## src/rtl/i2c_master_arbiter.sv

```systemverilog
// Round-robin arbiter sharing one I2CMASTER byte interface between two command sequencers,
// with a TIC-based watchdog that forces release of a silent owner and a flush through master soft reset.
module i2c_master_arbiter #(
  parameter int unsigned TIMEOUT_TICS = 255
) (
  input  logic        MCLK,
  input  logic        RESET,
  input  logic        TIC,
  input  logic [1:0]  REQ,
  output logic [1:0]  GNT,
  input  logic [1:0]  C_SRST,
  input  logic [15:0] C_DIN,
  input  logic [1:0]  C_RD,
  input  logic [1:0]  C_WE,
  output logic [1:0]  C_QUEUED,
  output logic [1:0]  C_NACK,
  output logic [1:0]  C_STOP,
  output logic [1:0]  C_DATA_VALID,
  output logic [7:0]  C_DOUT,
  output logic        M_SRST,
  output logic [7:0]  M_DIN,
  output logic        M_RD,
  output logic        M_WE,
  input  logic        M_QUEUED,
  input  logic        M_NACK,
  input  logic        M_STOP,
  input  logic        M_DATA_VALID,
  input  logic [7:0]  M_DOUT,
  output logic        OWNER,
  output logic        BUSY,
  output logic        TIMEOUT
);

  localparam logic [7:0] LP_TIMEOUT = TIMEOUT_TICS[7:0];

  typedef enum logic [1:0] {S_IDLE, S_OWN, S_FLUSH} state_t;

  state_t     r_state;
  state_t     w_next;
  logic       r_owner;
  logic [7:0] r_wd;
  logic       r_rst_hold;

  logic       w_winner;
  logic       w_act;
  logic [7:0] w_wd_inc;
  logic       w_expire;
  logic       w_exit;

  // On a tie the client that did not own last time wins.
  always_comb begin
    w_winner = ~r_owner;
    if (REQ == 2'b01)      w_winner = 1'b0;
    else if (REQ == 2'b10) w_winner = 1'b1;
  end

  assign w_act    = TIC & (M_QUEUED | M_DATA_VALID | M_STOP);
  assign w_wd_inc = (r_wd == '1) ? r_wd : r_wd + 8'd1;
  // Expiry is decided on the TIC that would bring the count to the limit, so release coincides with that TIC.
  assign w_expire = (r_state == S_OWN) && TIC && !w_act && (w_wd_inc == LP_TIMEOUT);
  assign w_exit   = (r_state == S_OWN) && (!REQ[r_owner] || w_expire);

  // State register and watchdog/owner datapath
  always_ff @(posedge MCLK) begin
    if (RESET) begin
      r_state    <= S_IDLE;
      r_owner    <= 1'b1;
      r_wd       <= '0;
      r_rst_hold <= 1'b1;
    end else begin
      r_state    <= w_next;
      r_rst_hold <= 1'b0;
      if (r_state == S_IDLE && w_next == S_OWN) begin
        r_owner <= w_winner;
        r_wd    <= '0;
      end else if (r_state == S_OWN) begin
        if (w_act)    r_wd <= '0;
        else if (TIC) r_wd <= w_wd_inc;
      end
    end
  end

  // Next-state logic
  always_comb begin
    w_next = r_state;
    case (r_state)
      S_IDLE:  if (REQ != 2'b00) w_next = S_OWN;
      S_OWN:   if (w_exit)       w_next = S_FLUSH;
      S_FLUSH: if (TIC)          w_next = S_IDLE;
      default: w_next = S_IDLE;
    endcase
  end

  // Output logic
  always_comb begin
    GNT          = '0;
    C_QUEUED     = '0;
    C_NACK       = '0;
    C_STOP       = '0;
    C_DATA_VALID = '0;
    C_DOUT       = '0;
    M_SRST       = 1'b0;
    M_DIN        = '0;
    M_RD         = 1'b0;
    M_WE         = 1'b0;
    TIMEOUT      = 1'b0;
    case (r_state)
      S_IDLE: M_SRST = r_rst_hold;
      S_OWN: begin
        GNT[r_owner]          = ~w_exit;
        M_SRST                = C_SRST[r_owner];
        M_DIN                 = r_owner ? C_DIN[15:8] : C_DIN[7:0];
        M_RD                  = C_RD[r_owner];
        M_WE                  = C_WE[r_owner];
        C_QUEUED[r_owner]     = M_QUEUED;
        C_NACK[r_owner]       = M_NACK;
        C_STOP[r_owner]       = M_STOP;
        C_DATA_VALID[r_owner] = M_DATA_VALID;
        C_DOUT                = M_DOUT;
        TIMEOUT               = w_expire;
      end
      S_FLUSH: M_SRST = 1'b1;
      default: M_SRST = 1'b1;
    endcase
  end

  assign OWNER = r_owner;
  assign BUSY  = (r_state != S_IDLE);

endmodule

```

## config.mk

```make
export PLATFORM = sky130hd
export DESIGN_NAME = i2c_master_arbiter
export DESIGN_NICKNAME = d
export VERILOG_FILES = /design/src/rtl/i2c_master_arbiter.sv
export SDC_FILE = /design/constraint.sdc
export NUM_CORES = 1
export LEC_CHECK = 0
export CAP_MARGIN = 0
export CORE_UTILIZATION = 37
export DETAILED_ROUTE_END_ITERATION = 8
export HOLD_SLACK_MARGIN = 0.15
export PLACE_DENSITY_LB_ADDON = 0.25
export SYNTH_ARGS = -nofsm -noshare
export SYNTH_HDL_FRONTEND = slang
export SYNTH_SLANG_ARGS = --single-unit
```

## constraint.sdc

```tcl
create_clock -name MCLK -period 2.2 [get_ports MCLK]
set_input_delay 0.33 -clock MCLK [delete_from_list [all_inputs] [get_ports MCLK]]
set_output_delay 0.33 -clock MCLK [all_outputs]
set_load 0.02 [all_outputs]
```

# After elaboration in Yosys (flattened, before gate mapping)
# Index checks and enable logic that the tools add are counted.
[classes]
addsub = 1
n_mul = 0
div_mod_pow = 0
n_lt_le_gt_ge = 2
n_eq_ne = 7
shift = 0
n_mux = 32
bitwise = 10
n_reduce_logical = 15
[ops]
columns = ["operator", "n"]
rows = [
  ["2-to-1 mux 8 bit", 6],
  ["equality test 8 bit (second input constant)", 2],
  ["2-to-1 mux 2 bit", 8],
  ["2-to-1 mux 1 bit", 15],
  ["bitwise AND 2 bit", 5],
  ["adder 8 x 1 -> 8 bit (second input constant)", 1],
  ["equality test 2 x 1 -> 1 bit (second input constant)", 3],
  ["logical AND 1 bit", 6],
  ["one-hot mux 2 bit (3 select lines)", 1],
  ["nonzero test 2 bit", 3],
  ["equality test 2 bit (second input constant)", 2],
  ["logical NOT 1 bit", 2],
  ["logical NOT 2 bit", 1],
  ["< comparator 1 x 2 -> 1 bit (second input constant)", 1],
  ["NOT 1 bit", 2],
  ["OR 1 bit", 2],
  ["one-hot mux 1 bit (2 select lines)", 1],
  ["AND reduction 2 bit", 1],
  ["OR reduction 2 bit", 1],
  ["bitwise AND 1 bit", 1],
  ["demux 1 bit (select 1 bit)", 1],
  ["greater-or-equal comparator 1 bit (second input constant)", 1],
  ["logical OR 1 bit", 1],
]
[totals]
ff_bits = 12
latchBits = 0
ramBits = 0
mem_bits_ro = 0
in_bits = 39
output_inout_bits = 32
elab_cells = 71
mem_count = 0

# Logic depth before layout (Yosys ltp)
[logic_depth]
word_depth = 13
ltp_mapped = 6
depth_no_buf = 5

# Least setup slack after synthesis
# No wires, ideal clock.
[synth_path]
path_type = "register to output"
from = "register r_wd[0]"
to = "output port GNT[0]"
t_arrival_ns = 1.758
required_ns = 1.870
setup_slack_ns = 0.112
path_stages_with_launch = 7
path_buffers = 1
path_cell_list = "dfxtp_1 ha_1 and4_1 clkbuf_1 a21oi_1 o211a_1 a31oi_1"
[synth_via]
elab_chain_cells = 9
word_cells_on_any_way = 10
cone_classes = "add/sub (1); eq/ne (2); mux (2); bitwise (2); reduce/logical (3)"
[synth_rtl]
columns = ["item", "line_no", "rtl"]
rows = [
  ["start: declaration", "41", "logic [7:0] r_wd;"],
  ["start signal: assignment", "78", "else if (TIC) r_wd <= w_wd_inc;"],
  ["adder 8 x 1 -> 8 bit / equality test 8 bit (equally long branches)", "58", "assign w_wd_inc = (r_wd == '1) ? r_wd : r_wd + 8'd1;"],
  ["2-to-1 mux 8 bit (*)", "58", ""],
  ["equality test 8 bit (*)", "60", "assign w_expire = (r_state == S_OWN) && TIC && !w_act && (w_wd_inc == LP_TIMEOUT);"],
  ["logical AND 1 bit (*)", "60", ""],
  ["logical OR 1 bit (*)", "61", "assign w_exit = (r_state == S_OWN) && (!REQ[r_owner] || w_expire);"],
  ["logical AND 1 bit (*)", "61", ""],
  ["NOT 1 bit (*)", "110", "GNT[r_owner] = ~w_exit;"],
  ["bitwise AND 2 bit (no source line) (*)", "-", ""],
  ["2-to-1 mux 2 bit (*)", "107", "case (r_state)"],
  ["end: declaration", "10", "output logic [1:0] GNT,"],
]
# Mark *: on every way between the ends. The rest lies on a longest branch, timed or not.

# Final worst setup path
[layout_path]
from = "input port M_QUEUED"
to = "output port GNT[0]"
[layout_via]
elab_chain_cells = 11
[layout_rtl]
columns = ["item", "line_no", "rtl"]
rows = [
  ["start: declaration", "24", "input logic M_QUEUED,"],
  ["OR 1 bit (2 in a row)", "57", "assign w_act = TIC & (M_QUEUED | M_DATA_VALID | M_STOP);"],
  ["bitwise AND 1 bit", "57", ""],
  ["logical NOT 1 bit", "60", ""],
  ["logical AND 1 bit (2 in a row)", "60", ""],
  ["logical OR 1 bit", "61", ""],
  ["logical AND 1 bit", "61", ""],
  ["NOT 1 bit", "110", ""],
  ["bitwise AND 2 bit (no source line)", "-", ""],
  ["2-to-1 mux 2 bit", "107", ""],
]
# Every way passes these cells.

==> flow_summary.yaml <==
layout:
  fin_nets: 294
  final_common_cell: "buf_4"
  layout_common_cells: "buf_4 (41), clkdlybuf4s50_1 (38), nor2_1 (19), dlygate4sd2_1 (19), and2_1 (13)"
  final_layout_size_suffix_gt1_share_pct: 26.88
  areaGrowthSynthToFinish_pct: 98.24
  num-fill-cells: 204
  final_area_sq_mm: 0.002252
  antenna_cells: 0
logic_synthesis:
  synth_warnings: 0
  synth_edf_count: 0
  netlist_area_sq_mm: 0.001136
  synth_top_area_cell: "dfxtp_1"
  ys_top_cells_by_area: "dfxtp_1 (21%), mux2i_1 (11%), and2_1 (7.2%), nor2_1 (6.6%), a21oi_1 (3.5%)"
  ys_seq_area_share_pct: 21.15
  synth_top_area_share_pct: 21.15
  async_flop_share_pct: 0
  ys_ff_latch: 12
  postSynthAreaPerCell_sq_um: 7.676
  synth_cell_type_count: 48
  syn-num-nets: 188
  syn-instance-count: 148
  ys.flop_type: "dfxtp_1"
worst_setup_path:
  r2r_start: "r_wd[0]"
  crit_required_ns: 1.87
  r2r_slack_ns: 0.44
  cp-start-kind: "input port"
  critPathArrivalTime_ns: 1.96
  cp_max_fo: 3
  r2r-end: "r_state[1]"
  rr_worst_depth: 7
  path_class: "in -> out"
  critPathCaptureType: "output port"
hold_path:
  hold-path-cell-count: 2
  hold_path_class: "reg -> reg"
  hold-path-endpoint: "r_wd[4]"
  hold_start: "r_wd[4]"
floorplanning:
  row_count: 19
  die_h_microns: 57.41
  num_io_pins: 71
  fp.coreArea_sq_mm: 0.002829
  initial_core_util_pct: 40.16
  die_w_microns: 57.41
  die-area_sq_mm: 0.003296
outcome:
  status: "finished, violations left"
  violations: "negative setup slack"
timing:
  setup_viol: 3
  slew_headroom_pct: 60.43
  rsz0062_at_grt: "true"
  finalSetupTns_ns: -0.2045
  period_minus_slack_ns: 2.289
  report.final.hold_viol_count: 0
  final_max_slew_viol_count: 0
  fin_worst_skew_ns: 0.001807
  final.period_utilization_pct: 104.0
  tightest_slew_ns: 0.5786
  timing.final.ws_setup_ns: -0.08881
  fmax_mhz: 436.9
grt:
  grt_max_degree: 15
  grt_pass1_wl_mm: 7.376
  grt_pass1_vias: 1683
  antenna_found_initial: 0
  groute.usage.overall_pct: 29.10
  gr-total-overflow: 0
place:
  hpwl_mm: 3.657
  dp_slack_ns: -0.6764
  globalplace.congestion: 0.8936
  port_buffers: 70
  place_area_sq_mm: 0.002107
drt:
  drc_errors: 0
  via_count: 1647
  wl_per_cell_microns: 17.12
  wl_mm: 4.863
  first_pass_iters: 4
  viasPerCell: 5.799
  drtIter0Drc: 128
  antenna_left: 0
cts:
  clk_path_buf_depth: 2
  htreeDepth: 1
  path_clk_slew_ns: 0.08
  cts_root_buf: "clkbuf_4"
  hold_buffers: 0
  cts_buffers: 3
  clkSinkCount: 12
  cts_tree: "yes"
  clk_latency_ns: 0.28
power_and_ir_drop:
  total_power_mw: 0.7570
  p_leak_nw: 1.211
  power_density_mw_per_mm2: 336.1
  peakVddDrop_uv: 243.1
flow_run:
  drv_cap: 0
synth_stat cells, types with 2 or more instances:
cell type,instances
o31ai_1,2
a21oi_1,8
mux2i_1,12
nand3_1,5
nand2_1,6
o211a_1,3
and2_1,13
clkbuf_1,5
buf_4,2
a41oi_1,2
a211oi_1,2
nand2b_1,2
o21ai_0,4
and2_2,2
dfxtp_1,12
nor3_1,3
nor2b_1,2
a31oi_1,5
and3_1,6
nand3b_1,2
nor2_1,20
nor3b_1,3
nand4b_1,2
worst max path at each step:
stage          startpoint  endpoint  slack, ns  cells after the start
3_3_place_gp     M_QUEUED    GNT[1]      -0.64                      7
2_1_floorplan     r_wd[0]    GNT[0]       0.11                      6
4_1_cts           r_wd[1]    GNT[1]      -0.06                      7
5_1_grt           r_wd[1]    GNT[0]      -0.15                      7
6_report         M_QUEUED    GNT[0]      -0.09                      7
3_5_place_dp     M_QUEUED    GNT[1]      -0.68                      7
registers in the layout, summed over array words and instances (netlist names):
name	flops
OWNER	1
r_wd	8
r_rst_hold	1
r_state	2
report_power, final:
part	internal [mW]	total, mW	leakage [nW]	switching, mW
registers	0.223	0.230	0.0990	0.00657
logic	0.180	0.347	1.09	0.167
clock network	0.101	0.180	0.0210	0.0794
total	0.504	0.757	1.21	0.253
metrics by stage:
| stage | hold WS, ns | utilization, % | std cells |
|---|---|---|---|
| 4_1_cts | 0.5974 | 77.00 | 284 |
| 3_3_place_gp | 0.5678 | 74.48 | 278 |
| 6_report | 0.6297 | 79.61 | 284 |
| 5_1_grt | 0.6238 | 79.61 | 284 |
| 2_1_floorplan | 0.3577 | - | 148 |
| 3_5_place_dp | 0.5870 | 74.48 | 278 |
cells by family after synthesis:
| logic type | synth area share, % |
|---|---|
| muxes | 11.78 |
| DFF | 21.15 |
| AOI/OAI and AO/OA | 23.13 |
| buffers and inverters | 6.386 |
| adders and majority gates | 1.101 |
| and+or+nand+nor | 36.45 |
area by class of cell:
| cell class | count | area (sq um) | share of cell area [%] |
|---|---|---|---|
| repair buffers | 112 | 1022 | 45.39 |
| multi-input cells | 124 | 905.9 | 40.22 |
| flip-flops and latches | 12 | 245.2 | 10.89 |
| well taps | 31 | 38.79 | 1.722 |
| clock buffers | 4 | 36.28 | 1.611 |
| inverters | 1 | 3.754 | 0.1667 |
per-layer routing:
layer  track usage, %  up-vias  part of all wire [%]
met5                0        -                     0
met3            8.390       17                   8.5
li1                 -      761                     -
met4            13.59        0                   3.2
met1            31.08      770                    37
met2            52.33       99                    51
critical path, cell delays in order:
cell and delay [ns]:
dlygate4sd2_1 0.25, or3_4 0.39, or3_4 0.40, mux2i_4 0.20, buf_6 0.15, a31oi_4 0.09, buf_6 0.14
timing repair:
action / CTS / global route
setup endpoints to repair: 19 / 14
resized for setup: 49 / 21
pin swaps: 6 / 4
setup buffers: 2 / 0
No activity file was read; power rests on OpenSTA's default activity.
